[src/rtl/mem_port_arbiter_pkg.sv]
// Shared types for the unified memory-port arbiter: FSM states, grant select and counter sizing.
package mem_port_arbiter_pkg;

    typedef enum logic [1:0] {
        ARB_IDLE  = 2'd0,
        ARB_FETCH = 2'd1,
        ARB_DATA  = 2'd2
    } memArbState;

    typedef enum logic [1:0] {
        REQ_NONE  = 2'd0,
        REQ_FETCH = 2'd1,
        REQ_DATA  = 2'd2
    } memRequester;

    localparam int unsigned DEF_WORD_SIZE    = 32;
    localparam int unsigned DEF_ADDR_WIDTH   = 32;
    localparam int unsigned DEF_STARVE_LIMIT = 4;

    function automatic int unsigned starve_cnt_width(input int unsigned limit);
        return (limit < 1) ? 1 : $clog2(limit + 1);
    endfunction

endpackage

[src/rtl/mem_port_arbiter_if.sv]
// Requester, memory and stall signals of the shared memory port.
interface mem_port_arbiter_if #(
    parameter int unsigned WORD_SIZE  = 32,
    parameter int unsigned ADDR_WIDTH = 32
);
    logic                    if_req;
    logic [ADDR_WIDTH-1:0]   if_addr;
    logic                    if_gnt;
    logic                    if_rvalid;
    logic [WORD_SIZE-1:0]    if_rdata;

    logic                    dm_req;
    logic                    dm_we;
    logic [ADDR_WIDTH-1:0]   dm_addr;
    logic [WORD_SIZE-1:0]    dm_wdata;
    logic [WORD_SIZE/8-1:0]  dm_be;
    logic                    dm_gnt;
    logic                    dm_rvalid;
    logic [WORD_SIZE-1:0]    dm_rdata;

    logic                    mem_req;
    logic                    mem_we;
    logic [ADDR_WIDTH-1:0]   mem_addr;
    logic [WORD_SIZE-1:0]    mem_wdata;
    logic [WORD_SIZE/8-1:0]  mem_be;
    logic                    mem_ack;
    logic [WORD_SIZE-1:0]    mem_rdata;

    logic                    stall_fetch;
    logic                    stall_mem;

    // Arbiter side.
    modport slave (
        input  if_req, if_addr, dm_req, dm_we, dm_addr, dm_wdata, dm_be, mem_ack, mem_rdata,
        output if_gnt, if_rvalid, if_rdata, dm_gnt, dm_rvalid, dm_rdata,
        output mem_req, mem_we, mem_addr, mem_wdata, mem_be, stall_fetch, stall_mem
    );

    // Pipeline plus memory side.
    modport master (
        output if_req, if_addr, dm_req, dm_we, dm_addr, dm_wdata, dm_be, mem_ack, mem_rdata,
        input  if_gnt, if_rvalid, if_rdata, dm_gnt, dm_rvalid, dm_rdata,
        input  mem_req, mem_we, mem_addr, mem_wdata, mem_be, stall_fetch, stall_mem
    );
endinterface

[src/rtl/mem_port_arbiter_starvation_counter.sv]
// Counts data grants made while fetch waits; saturates at STARVE_LIMIT, clear has priority.
module starvation_counter
    import mem_port_arbiter_pkg::*;
#(
    parameter int unsigned STARVE_LIMIT = DEF_STARVE_LIMIT,
    localparam int unsigned CW = starve_cnt_width(STARVE_LIMIT)
) (
    input  logic          clk,
    input  logic          reset_n,
    input  logic          inc_i,
    input  logic          clr_i,
    output logic [CW-1:0] count_o,
    output logic          at_limit_o
);

    logic [CW-1:0] count_q, count_d;

    assign at_limit_o = (count_q == CW'(STARVE_LIMIT));
    assign count_o    = count_q;

    always_comb begin
        count_d = count_q;
        if (clr_i)
            count_d = '0;
        else if (inc_i && !at_limit_o)
            count_d = count_q + CW'(1);
    end

    always_ff @(posedge clk or negedge reset_n) begin
        if (!reset_n) count_q <= '0;
        else          count_q <= count_d;
    end

endmodule

[src/rtl/mem_port_arbiter.sv]
// Arbitrates fetch and data requesters onto one variable-latency memory port.
//   state     | meaning
//   ARB_IDLE  | no access in flight, arbitrate every cycle
//   ARB_FETCH | fetch access in flight, waiting for mem_ack
//   ARB_DATA  | data access in flight, waiting for mem_ack
module mem_port_arbiter
    import mem_port_arbiter_pkg::*;
#(
    parameter int unsigned WORD_SIZE    = DEF_WORD_SIZE,
    parameter int unsigned ADDR_WIDTH   = DEF_ADDR_WIDTH,
    parameter int unsigned STARVE_LIMIT = DEF_STARVE_LIMIT
) (
    input logic               clk,
    input logic               reset_n,
    mem_port_arbiter_if.slave bus
);

    localparam int unsigned BW = WORD_SIZE / 8;
    localparam int unsigned CW = starve_cnt_width(STARVE_LIMIT);

    memArbState              state_q, state_d;
    memRequester             sel;
    logic                    mem_req_q, mem_req_d;
    logic                    mem_we_q, mem_we_d;
    logic [ADDR_WIDTH-1:0]   mem_addr_q, mem_addr_d;
    logic [WORD_SIZE-1:0]    mem_wdata_q, mem_wdata_d;
    logic [BW-1:0]           mem_be_q, mem_be_d;
    logic [WORD_SIZE-1:0]    if_rdata_q, dm_rdata_q;
    logic                    ack_fetch, ack_data, arb_point, if_elig, dm_elig;
    logic [CW-1:0]           starve_cnt;
    logic                    at_limit;

    assign ack_fetch = (state_q == ARB_FETCH) && bus.mem_ack;
    assign ack_data  = (state_q == ARB_DATA)  && bus.mem_ack;
    assign arb_point = (state_q == ARB_IDLE) || ack_fetch || ack_data;
    // The requester completing this cycle sits out the arbitration in that same cycle.
    assign if_elig   = bus.if_req && !ack_fetch;
    assign dm_elig   = bus.dm_req && !ack_data;

    always_comb begin
        sel         = REQ_NONE;
        state_d     = state_q;
        mem_req_d   = mem_req_q;
        mem_we_d    = mem_we_q;
        mem_addr_d  = mem_addr_q;
        mem_wdata_d = mem_wdata_q;
        mem_be_d    = mem_be_q;
        if (arb_point) begin
            if (dm_elig && !(if_elig && at_limit))
                sel = REQ_DATA;
            else if (if_elig)
                sel = REQ_FETCH;
        end
        case (sel)
            REQ_FETCH: begin
                state_d     = ARB_FETCH;
                mem_req_d   = 1'b1;
                mem_we_d    = 1'b0;
                mem_addr_d  = bus.if_addr;
                mem_wdata_d = '0;
                mem_be_d    = '0;
            end
            REQ_DATA: begin
                state_d     = ARB_DATA;
                mem_req_d   = 1'b1;
                mem_we_d    = bus.dm_we;
                mem_addr_d  = bus.dm_addr;
                mem_wdata_d = bus.dm_wdata;
                mem_be_d    = bus.dm_be;
            end
            default: begin
                if (ack_fetch || ack_data) begin
                    state_d   = ARB_IDLE;
                    mem_req_d = 1'b0;
                end
            end
        endcase
    end

    always_ff @(posedge clk or negedge reset_n) begin
        if (!reset_n) begin
            state_q     <= ARB_IDLE;
            mem_req_q   <= 1'b0;
            mem_we_q    <= 1'b0;
            mem_addr_q  <= '0;
            mem_wdata_q <= '0;
            mem_be_q    <= '0;
            if_rdata_q  <= '0;
            dm_rdata_q  <= '0;
        end else begin
            state_q     <= state_d;
            mem_req_q   <= mem_req_d;
            mem_we_q    <= mem_we_d;
            mem_addr_q  <= mem_addr_d;
            mem_wdata_q <= mem_wdata_d;
            mem_be_q    <= mem_be_d;
            if (ack_fetch) if_rdata_q <= bus.mem_rdata;
            if (ack_data)  dm_rdata_q <= bus.mem_rdata;
        end
    end

    starvation_counter #(.STARVE_LIMIT(STARVE_LIMIT)) u_starve (
        .clk        (clk),
        .reset_n    (reset_n),
        .inc_i      ((sel == REQ_DATA) && bus.if_req),
        .clr_i      (sel == REQ_FETCH),
        .count_o    (starve_cnt),
        .at_limit_o (at_limit)
    );

    assign bus.if_gnt      = (sel == REQ_FETCH);
    assign bus.dm_gnt      = (sel == REQ_DATA);
    assign bus.if_rvalid   = ack_fetch;
    assign bus.dm_rvalid   = ack_data;
    assign bus.if_rdata    = ack_fetch ? bus.mem_rdata : if_rdata_q;
    assign bus.dm_rdata    = ack_data  ? bus.mem_rdata : dm_rdata_q;
    assign bus.mem_req     = mem_req_q;
    assign bus.mem_we      = mem_we_q;
    assign bus.mem_addr    = mem_addr_q;
    assign bus.mem_wdata   = mem_wdata_q;
    assign bus.mem_be      = mem_be_q;
    assign bus.stall_fetch = bus.if_req & ~ack_fetch;
    assign bus.stall_mem   = bus.dm_req & ~ack_data;

endmodule

[src/flat_wrapper.sv]
// flat-port wrapper written by rule: the top's interface ports become plain ports
module mem_port_arbiter_flat import mem_port_arbiter_pkg::*;
#(
    parameter int unsigned WORD_SIZE    = DEF_WORD_SIZE,
    parameter int unsigned ADDR_WIDTH   = DEF_ADDR_WIDTH,
    parameter int unsigned STARVE_LIMIT = DEF_STARVE_LIMIT
)
  (clk, reset_n, bus_if_req, bus_if_addr, bus_dm_req, bus_dm_we, bus_dm_addr, bus_dm_wdata, bus_dm_be, bus_mem_ack, bus_mem_rdata, bus_if_gnt, bus_if_rvalid, bus_if_rdata, bus_dm_gnt, bus_dm_rvalid, bus_dm_rdata, bus_mem_req, bus_mem_we, bus_mem_addr, bus_mem_wdata, bus_mem_be, bus_stall_fetch, bus_stall_mem);
  mem_port_arbiter_if #(.WORD_SIZE(WORD_SIZE), .ADDR_WIDTH(ADDR_WIDTH)) bus_i ();
  input logic clk;
  input logic reset_n;
  input wire logic [$bits(bus_i.if_req)-1:0] bus_if_req;
  input wire logic [$bits(bus_i.if_addr)-1:0] bus_if_addr;
  input wire logic [$bits(bus_i.dm_req)-1:0] bus_dm_req;
  input wire logic [$bits(bus_i.dm_we)-1:0] bus_dm_we;
  input wire logic [$bits(bus_i.dm_addr)-1:0] bus_dm_addr;
  input wire logic [$bits(bus_i.dm_wdata)-1:0] bus_dm_wdata;
  input wire logic [$bits(bus_i.dm_be)-1:0] bus_dm_be;
  input wire logic [$bits(bus_i.mem_ack)-1:0] bus_mem_ack;
  input wire logic [$bits(bus_i.mem_rdata)-1:0] bus_mem_rdata;
  output wire logic [$bits(bus_i.if_gnt)-1:0] bus_if_gnt;
  output wire logic [$bits(bus_i.if_rvalid)-1:0] bus_if_rvalid;
  output wire logic [$bits(bus_i.if_rdata)-1:0] bus_if_rdata;
  output wire logic [$bits(bus_i.dm_gnt)-1:0] bus_dm_gnt;
  output wire logic [$bits(bus_i.dm_rvalid)-1:0] bus_dm_rvalid;
  output wire logic [$bits(bus_i.dm_rdata)-1:0] bus_dm_rdata;
  output wire logic [$bits(bus_i.mem_req)-1:0] bus_mem_req;
  output wire logic [$bits(bus_i.mem_we)-1:0] bus_mem_we;
  output wire logic [$bits(bus_i.mem_addr)-1:0] bus_mem_addr;
  output wire logic [$bits(bus_i.mem_wdata)-1:0] bus_mem_wdata;
  output wire logic [$bits(bus_i.mem_be)-1:0] bus_mem_be;
  output wire logic [$bits(bus_i.stall_fetch)-1:0] bus_stall_fetch;
  output wire logic [$bits(bus_i.stall_mem)-1:0] bus_stall_mem;
  assign bus_i.if_req = bus_if_req;
  assign bus_i.if_addr = bus_if_addr;
  assign bus_i.dm_req = bus_dm_req;
  assign bus_i.dm_we = bus_dm_we;
  assign bus_i.dm_addr = bus_dm_addr;
  assign bus_i.dm_wdata = bus_dm_wdata;
  assign bus_i.dm_be = bus_dm_be;
  assign bus_i.mem_ack = bus_mem_ack;
  assign bus_i.mem_rdata = bus_mem_rdata;
  assign bus_if_gnt = bus_i.if_gnt;
  assign bus_if_rvalid = bus_i.if_rvalid;
  assign bus_if_rdata = bus_i.if_rdata;
  assign bus_dm_gnt = bus_i.dm_gnt;
  assign bus_dm_rvalid = bus_i.dm_rvalid;
  assign bus_dm_rdata = bus_i.dm_rdata;
  assign bus_mem_req = bus_i.mem_req;
  assign bus_mem_we = bus_i.mem_we;
  assign bus_mem_addr = bus_i.mem_addr;
  assign bus_mem_wdata = bus_i.mem_wdata;
  assign bus_mem_be = bus_i.mem_be;
  assign bus_stall_fetch = bus_i.stall_fetch;
  assign bus_stall_mem = bus_i.stall_mem;
  mem_port_arbiter #(.WORD_SIZE(WORD_SIZE), .ADDR_WIDTH(ADDR_WIDTH), .STARVE_LIMIT(STARVE_LIMIT)) u_core (.clk(clk), .reset_n(reset_n), .bus(bus_i));
endmodule
[config.mk]
export PLATFORM = sky130hd
export DESIGN_NAME = mem_port_arbiter_flat
export DESIGN_NICKNAME = d
export VERILOG_FILES = /design/src/rtl/mem_port_arbiter_pkg.sv /design/src/rtl/mem_port_arbiter_if.sv /design/src/rtl/mem_port_arbiter_starvation_counter.sv /design/src/rtl/mem_port_arbiter.sv /design/src/flat_wrapper.sv
export SDC_FILE = /design/constraint.sdc
export NUM_CORES = 1
export LEC_CHECK = 0
export CORE_ASPECT_RATIO = 0.9
export CORE_MARGIN = 10
export CORE_UTILIZATION = 44
export CTS_CLUSTER_DIAMETER = 40
export CTS_CLUSTER_SIZE = 8
export DETAILED_ROUTE_END_ITERATION = 8
export PLACE_DENSITY = 0.9
export REMOVE_ABC_BUFFERS = 1
export SLEW_MARGIN = 20
export SYNTH_ARGS = -nofsm -noshare
export SYNTH_HDL_FRONTEND = slang
export SYNTH_SLANG_ARGS = --single-unit
[constraint.sdc]
create_clock -name clk -period 7.3 [get_ports clk]
set_input_delay 2.19 -clock clk [delete_from_list [all_inputs] [get_ports clk]]
set_output_delay 2.19 -clock clk [all_outputs]
set_load 0.01 [all_outputs]
After elaboration in Yosys (flattened, before gate mapping)

Cells that the tools add are included.
Widths: inputs -> output; s select.

Word-level logic and storage cells: 55
Register bits: 139
Output and inout port bits: 140
Bits of input ports: 138

Multiplexer cells: 15
Reductions and logical operators: 21
$add $sub $neg: 1
Equal/unequal tests: 5
Bitwise gates (word level): 4

Operators with widths:

| cell                | number |
|---|---|
| $pmux 32 s2         | 2 |
| $mux 32             | 2 |
| $logic_and 1x1->1   | 8 |
| $pmux 4 s2          | 1 |
| $mux 2              | 3 |
| $mux 3              | 2 |
| $reduce_bool 2->1   | 3 |
| $eq 2x1->1 const B  | 2 |
| $eq 2x2->1 const B  | 2 |
| $logic_not 1->1     | 4 |
| $pmux 2 s2          | 1 |
| $add 3x1->3 const B | 1 |
| $eq 3x3->1 const B  | 1 |
| $logic_or 1x1->1    | 3 |
| $mux 1              | 3 |
| $reduce_bool 3->1   | 1 |
| $and 1x1->1         | 2 |
| $logic_not 2->1     | 1 |
| $not 1->1           | 2 |
| $pmux 1 s2          | 1 |
| $reduce_or 2->1     | 1 |

Logic depth before layout (Yosys ltp)

Gate-level depths: netlist (run 1).

Depth in word-level cells: 14
Depth in mapped cells: 11
Gate-level depth less buffers: 9

Modules after synthesis

Synthesis (run 1) repeated with hierarchy kept, for this count alone.

Cells, all modules: 490
Area total of the unflattened synthesis: 6043.3 um^2

Modules (own cells, without submodules):

| module             | seq. area each (um^2) | cells an instance | times used | area each (um^2) |
|---|---|---|---|---|
| mem_port_arbiter   | 3403.3                | 472               | 1          | 5845.6 |
| starvation_counter | 75.1                  | 18                | 1          | 197.7 |

Worst setup path before layout (run 1)

OpenSTA, ideal clock, no wires.

Path type: input-to-output
Start point: input port bus_if_req
End point: output port bus_if_gnt
Setup slack: 1.934 ns
Cell stages on the path: 4
Buffers on the path: 0
Arrival time: 3.176 ns
Path through: nor2b_1 a32o_1 or3b_1 ha_1

Longest elaborated chain between the ends: 7

RTL lines:

| what                | line                    | RTL |
|---|---|---|
| start: declaration  | flat_wrapper.sv:12      | `input wire logic [$bits(bus_i.if_req)-1:0] bus_if_req;` |
| $logic_and 1x1->1 * | mem_port_arbiter.sv:37  | `assign if_elig = bus.if_req && !ack_fetch;` |
| $logic_and 1x1->1   | mem_port_arbiter.sv:49  | `if (dm_elig && !(if_elig && at_limit))` |
| $logic_not 1->1     | mem_port_arbiter.sv:49  |  |
| $logic_and 1x1->1   | mem_port_arbiter.sv:49  |  |
| $mux 2 *            | mem_port_arbiter.sv:49  |  |
| $mux 2 *            | mem_port_arbiter.sv:48  | `if (arb_point) begin` |
| $eq 2x1->1 *        | mem_port_arbiter.sv:111 | `assign bus.if_gnt = (sel == REQ_FETCH);` |
| end: declaration    | flat_wrapper.sv:21      | `output wire logic [$bits(bus_i.if_gnt)-1:0] bus_if_gnt;` |

Mark *: on every way between the ends. The rest lies on a longest branch, timed or not.

Worst setup path in the final report (run 1)

Start point: input port bus_mem_ack
End point: output port bus_dm_rdata[30]

Longest elaborated chain between the ends: 2

RTL lines:

| what               | line                    | RTL |
|---|---|---|
| start: declaration | flat_wrapper.sv:19      | `input wire logic [$bits(bus_i.mem_ack)-1:0] bus_mem_ack;` |
| $logic_and 1x1->1  | mem_port_arbiter.sv:34  | `assign ack_data = (state_q == ARB_DATA) && bus.mem_ack;` |
| $mux 32            | mem_port_arbiter.sv:116 | `assign bus.dm_rdata = ack_data ? bus.mem_rdata : dm_rdata_q;` |
| end: declaration   | flat_wrapper.sv:26      | `output wire logic [$bits(bus_i.dm_rdata)-1:0] bus_dm_rdata;` |

Every way passes these cells.

==> results of run 1 <==
power groups by stage:
stage	clock [W]	sequential, W	combinational [W]
after CTS	0.000933	0.00135	0.00215
after floorplan	0	0.00139	0.000913
after global routing	0.000959	0.00139	0.00226
after detailed placement	0	0.00134	0.00212
final	0.000917	0.00135	0.00212
after global placement	0	0.00132	0.00205
how the worst max path moves through the flow:
| stage | end | from | cells past startpoint |
|---|---|---|---|
| after global placement | bus_dm_rdata[30] | bus_mem_ack | 6 |
| after floorplan | bus_dm_rdata[28] | bus_mem_ack | 4 |
| after detailed placement | bus_dm_rdata[30] | bus_mem_ack | 6 |
| after global routing | bus_dm_rdata[30] | bus_mem_ack | 6 |
| after CTS | bus_dm_rdata[30] | bus_mem_ack | 6 |
| final | bus_dm_rdata[30] | bus_mem_ack | 6 |
metal layers:
layer | part of all wire, % | vias to the layer above | routed length, um | track usage [%]
met3 | 10 | 17 | 2005 | 9.971
li1 | - | 1994 | - | -
met4 | 1.5 | 0 | 285 | 5.706
met1 | 40 | 2155 | 7689 | 23.58
met5 | 0 | - | 0 | 0
met2 | 49 | 242 | 9413 | 34.11
synth_stat cells, drive strengths merged:
cell type / count / share of area (%)
mux2: 65 / 16
clkbuf: 11 / 0.70
a32o: 1 / 0.17
mux2i: 33 / 5.6
nor2: 2 / 0.13
or2: 2 / 0.21
xnor2: 1 / 0.15
buf: 18 / 2.8
a2bb2oi: 2 / 0.30
ha: 5 / 1.1
o21a: 1 / 0.13
clkinv: 1 / 0.15
nor3b: 2 / 0.26
nor2b: 2 / 0.21
inv: 7 / 0.45
nor3: 1 / 0.085
a31oi: 1 / 0.11
o21ai: 36 / 3.1
nand3: 1 / 0.085
and3: 1 / 0.11
dfrtp: 139 / 59
a22o: 37 / 5.5
or3b: 1 / 0.15
and2: 2 / 0.21
a21oi: 3 / 0.26
nand2: 38 / 2.5
kinds of logic (layout without fill, tap and decap cells):
group	after synthesis	after routing	synth area share (%)
flip-flops	139	139	59.38
multiplexers	98	98	21.85
AO/OA/AOI/OAI	81	81	9.569
AND/OR/NAND/NOR	52	52	3.930
buffers and inverters	37	319	4.058
adder cells (fa/ha/maj)	5	5	1.068
XOR/XNOR	1	1	0.1495
cell type report:
class                      instances  area, um2  share of cell area, %
sequential                       139       3478                  37.43
timing repair buffer             279       2793                  30.05
multi-input combinational        237       2157                  23.21
clock buffer                      21      470.5                  5.062
tap                              164      205.2                  2.208
clock inverter                    11      155.1                  1.669
inverter                           8      35.03                 0.3770
sequential cells by signal, summed over array words and instances, names as in the netlist:
| name | count |
|---|---|
| u_core.state_q | 2 |
| u_core.u_starve.count_o | 3 |
| u_core.dm_rdata_q | 32 |
| u_core.if_rdata_q | 32 |
| u_core.bus.mem_be | 4 |
| u_core.bus.mem_we | 1 |
| u_core.bus.mem_wdata | 32 |
| u_core.bus.mem_addr | 32 |
| u_core.bus.mem_req | 1 |
through the flow:
| stage | util [%] | hold WS [ps] | instances |
|---|---|---|---|
| after global placement | 67.26 | 465.7 | 827 |
| final | 72.14 | 483.3 | 859 |
| after detailed placement | 67.26 | 472.7 | 827 |
| after floorplan | - | 492.8 | 384 |
| after CTS | 72.12 | 488.3 | 859 |
| after global routing | 72.14 | 503.9 | 859 |
worst register-to-register path, delay by kind of cell (launching register included):
kind / cells / cell delay (ps)
buffers and inverters: 2 / 350
and+or+nand+nor: 2 / 520
adders and majority gates: 2 / 1040
AOI/OAI and AO/OA: 2 / 530
DFF: 1 / 370
==> run summary, run 1 <==
status - finished, final reports clean
layout cell share with drive strength beyond 1 - 14.96%
CP max-delay cell - or2_2
sw power - 0.001457 W
Yosys reg bits - 139
detailed-route vias per instance - 5.132
most frequent CP cell - clkdlybuf4s50_1
Synthesis Warnings - 0
Tot Pwr - 0.004384 W
GR Overflow Total - 0
fin area - 0.009294 mm2
post-CTS setup-driven buffer insertion count - 0
highest clock rate - 146.3 MHz
CTS buffer count - 17
I/O pin cnt - 278
Starting Density - 45.47%
clock buffer depth - 2
die width - 141.6 um
Hold Path Sink - u_core.bus.mem_addr[10]
Buffers on Ports - 277
ratio of final minimum period to clock period - 93.62%
biggest cell delay along the critical path - 790 ps
synthesized instance count - 413
clk root buf - clkbuf_16
Final HPWL DP - 14,050 um
Worst Max-Slew Pin Slew - 1030 ps
Comb power frac - 48.3%
WL final - 19,390 um
CP startpoint kind - primary input
Hold Path Stages - 2
# fillers - 847
Crit. End Element - output pin
first-pass GRT wire length - 29,440 um
Syn-to-layout area delta - 58.65%
first drt pass iteration count - 4
Crit path buffers/inverters - 3
placed cell area - 0.008665 mm2
initial antenna violation count - 0
GRT Util Overall - 20.67%
pin count of the biggest net entering global routing - 108
crit-path cells - clkdlybuf4s50_1, nand2_2, or2_2, inv_1, mux2_2, clkdlybuf4s50_1
# rows - 39
clock group share of total power - 20.9%
min cycle time layout - 6835 ps
vias - 4,408
Worst Clk Skew - 13.60 ps
clk_lat worst skew - 420 ps
Hold/Removal Path Class - register to register
crit-path max FO - 31
Mapped Area - 0.005858 mm2
clock sink total - 139
Routed Antenna Nets - 0
reg2reg setup slack - 4390 ps
cts hold-fix bufs - 0
final number of max-transition violations - 0
Setup Crit Path Kind - primary input to output pin
Diodes inserted - 0
Max-Cap Viols - 0
GP Congestion - 0.8148
Worst R2R Path Depth - 8
sequential-to-total area share from yosys stat - 59.38%
CTS tree - built
R2R Path End - u_core.bus.mem_be[3]
final-stage net count - 825
Worst Hold Launch - u_core.bus.mem_addr[10]
Setup-failing EPs final - 0
Die ar. - 0.01834 mm2
Worst Setup Slack, final - 465.5 ps
Iter 0 DRT Violations - 231
commonest non-fill, non-tap cell in the layout - clkdlybuf4s50_1
internal power - 0.002927 W
TNS Setup - 0 ps
CTS HTree Levels - 4
worst reg2reg path startpoint - u_core.u_starve.count_o[0]
vias in the first global route - 4,894
P_leak - 4.143 nW
core area - 0.01288 mm2
Post-CTS Resized - 0
Avg WL per Cell - 22.58 um
# DRC - 0
Worst slew margin - 31.34%
WP data arrival - 4640 ps
Worst-path clk slew - 60 ps
most frequent cells in the layout - 276 x clkdlybuf4s50_1, 139 x dfrtp_1, 58 x mux2_4, 37 x nand2_1, 37 x a22o_1
Post-Place Setup Slack - 460.2 ps
RSZ-0062 raised after global routing - no
Worst EP required - 5110 ps
largest delay contributor family on the critical path - buffers and inverters
Sw Ratio - 33.23%
Pwr Density - 471.7 mW/mm2
peak supply drop - 0.0002959 V
Die H - 129.5 um
distinct cell type count after synthesis - 32
syn avg cell area - 14.18 um2
Hold Fails Final Rpt - 0
Seq pwr share - 30.8%
No activity file was read; power rests on OpenSTA's default activity.
==> run 2, diff against run 1 <==
--- a/config.mk
+++ b/config.mk
@@ -6,7 +6,7 @@
 export NUM_CORES = 1
 export LEC_CHECK = 0
 export CORE_ASPECT_RATIO = 0.9
-export CORE_MARGIN = 10
+export CORE_MARGIN = 5
 export CORE_UTILIZATION = 44
 export CTS_CLUSTER_DIAMETER = 40
 export CTS_CLUSTER_SIZE = 8
==> run summary, run 2 (synthesis results as in run 1) <==
status - finished, final reports clean (unchanged)
Die ar. - 0.01572 mm2 (was 0.01834 mm2)
peak supply drop - 0.0002675 V (was 0.0002959 V)
Avg WL per Cell - 20.15 um (was 22.58 um)
final number of max-transition violations - 0 (unchanged)
pin count of the biggest net entering global routing - 92 (was 108)
Worst EP required - 5110 ps (about the same)
crit-path max FO - 5 (was 31)
# rows - 40 (was 39)
P_leak - 4.199 nW (was 4.143 nW)
Max-Cap Viols - 0 (unchanged)
initial antenna violation count - 1 (was 0)
# fillers - 847 (unchanged)
Worst slew margin - 46.69% (was 31.34%)
Post-CTS Resized - 0 (unchanged)
Routed Antenna Nets - 0 (unchanged)
# DRC - 0 (unchanged)
Setup-failing EPs final - 0 (unchanged)
Starting Density - 44.34% (was 45.47%)
CTS tree - built (unchanged)
Worst Clk Skew - 8.532 ps (was 13.60 ps)
R2R Path End - u_core.bus.mem_be[2] (was u_core.bus.mem_be[3])
WP data arrival - 4450 ps (was 4640 ps)
GP Congestion - 0.8461 (was 0.8148)
Setup Crit Path Kind - primary input to output pin (unchanged)
first-pass GRT wire length - 27,230 um (was 29,440 um)
Hold/Removal Path Class - register to register (unchanged)
TNS Setup - 0 ps (unchanged)
worst reg2reg path startpoint - u_core.u_starve.count_o[0] (unchanged)
GR Overflow Total - 0 (unchanged)
Hold Path Stages - 2 (unchanged)
clock buffer depth - 2 (unchanged)
die width - 131.6 um (was 141.6 um)
Syn-to-layout area delta - 60.68% (was 58.65%)
clk root buf - clkbuf_16 (unchanged)
vias - 4,414 (was 4,408)
Worst-path clk slew - 50 ps (was 60 ps)
vias in the first global route - 4,829 (was 4,894)
CP startpoint kind - primary input (unchanged)
met2 WL - 8707 um (was 9413 um)
Hold Path Sink - u_core.bus.mem_addr[16] (was u_core.bus.mem_addr[10])
min cycle time layout - 6640 ps (was 6835 ps)
I/O pin cnt - 278 (unchanged)
ratio of final minimum period to clock period - 90.96% (was 93.62%)
reg2reg setup slack - 4380 ps (was 4390 ps)
core area - 0.01321 mm2 (was 0.01288 mm2)
Final HPWL DP - 12,350 um (was 14,050 um)
CTS HTree Levels - 4 (unchanged)
clk_lat worst skew - 410 ps (was 420 ps)
Buffers on Ports - 277 (unchanged)
detailed-route vias per instance - 5.097 (was 5.132)
Worst R2R Path Depth - 8 (unchanged)
wl on met1 - 7049 um (was 7689 um)
GRT Util Overall - 22.05% (was 20.67%)
Die H - 119.5 um (was 129.5 um)
Crit. End Element - output pin (unchanged)
clock sink total - 139 (unchanged)
Top Layer Used - met4 (unchanged)
Iter 0 DRT Violations - 182 (was 231)
Worst Hold Launch - u_core.bus.mem_addr[16] (was u_core.bus.mem_addr[10])
Hold Fails Final Rpt - 0 (unchanged)
first drt pass iteration count - 4 (unchanged)
post-CTS setup-driven buffer insertion count - 0 (unchanged)
met3 routed wirelength - 1323 um (was 2005 um)
WL final - 17,450 um (was 19,390 um)
commonest non-fill, non-tap cell in the layout - clkdlybuf4s50_1 (unchanged)
RSZ-0062 raised after global routing - no (unchanged)
Pwr Density - 477.2 mW/mm2 (was 471.7 mW/mm2)
layout cell share with drive strength beyond 1 - 15.35% (was 14.96%)
final-stage net count - 827 (was 825)
Worst Max-Slew Pin Slew - 799.6 ps (was 1030 ps)
highest clock rate - 150.6 MHz (was 146.3 MHz)
most frequent cells in the layout - 276 x clkdlybuf4s50_1, 139 x dfrtp_1, 58 x mux2_4, 37 x nand2_1, 37 x a22o_1 (unchanged)
cts hold-fix bufs - 0 (unchanged)
CTS buffer count - 17 (unchanged)
Tot Pwr - 0.004492 W (was 0.004384 W)
[run 2: changes by cell type in the layout (fill, tap and decap cells not counted)]
cell / change
bufinv_16: +4
buf_4: +3
inv_6: -3
clkbuf_8: +2
clkinv_4: -2
buf_6: -1
clkbuf_1: -1
diode_2: +1
[run 2: worst max-delay path by stage]
stage                      from          endpoint  slack (ps)  cells past startpoint
finish               bus_if_req        bus_dm_gnt         660                      6
global route         bus_if_req        bus_dm_gnt         580                      6
CTS                  bus_if_req        bus_dm_gnt         670                      6
detailed placement   bus_if_req        bus_dm_gnt         670                      6
global placement    bus_mem_ack  bus_if_rdata[16]         720                      6
floorplan           bus_mem_ack  bus_dm_rdata[28]        1040                      4
[run 2: critical path, stage by stage]
cell and delay, ps:
clkdlybuf4s50_1 470, nor2b_1 190, a32o_1 300, nor3b_1 420, ha_1 320, clkdlybuf4s50_1 570
[run 2: area by class of cell]
cell class                      instances  area, um2  share of cell area [%]
Clock inverter                         10      231.5                   2.459
Antenna cell                            1      2.502                 0.02659
Clock buffer                           22      494.2                   5.251
Inverter                                8      35.03                  0.3722
Multi-Input combinational cell        237       2157                   22.92
Sequential cell                       139       3478                   36.95
Tap cell                              168      210.2                   2.233
Timing Repair Buffer                  281       2804                   29.79
[run 2: per-stage QoR]
step           setup WS (ps)  cells  cell area [um2]  hold WS [ps]  util [%]
6_report               660.2    866             9413         486.8     71.24
2_1_floorplan           1042    384             5655         492.8         -
5_1_grt                582.9    866             9413         497.2     71.24
4_1_cts                671.7    865             9410         490.9     71.22
3_3_place_gp           721.0    833             8685         465.5     65.73
3_5_place_dp           672.0    833             8685         476.5     65.73
[run 2: per-layer routing]
layer / GRT usage, % / vias to the layer above
li1: - / 2000
met1: 25.88 / 2165
met2: 37.91 / 223
met3: 7.770 / 26
met4: 7.069 / 0
met5: 0 / -
[run 2: power breakdown]
part / switching, W / leakage (nW) / internal, W / total [W]
Combinational: 0.000890 / 2.10 / 0.00121 / 0.00210
Sequential: 0.000192 / 1.75 / 0.00115 / 0.00134
Clock: 0.000328 / 0.353 / 0.000722 / 0.00105
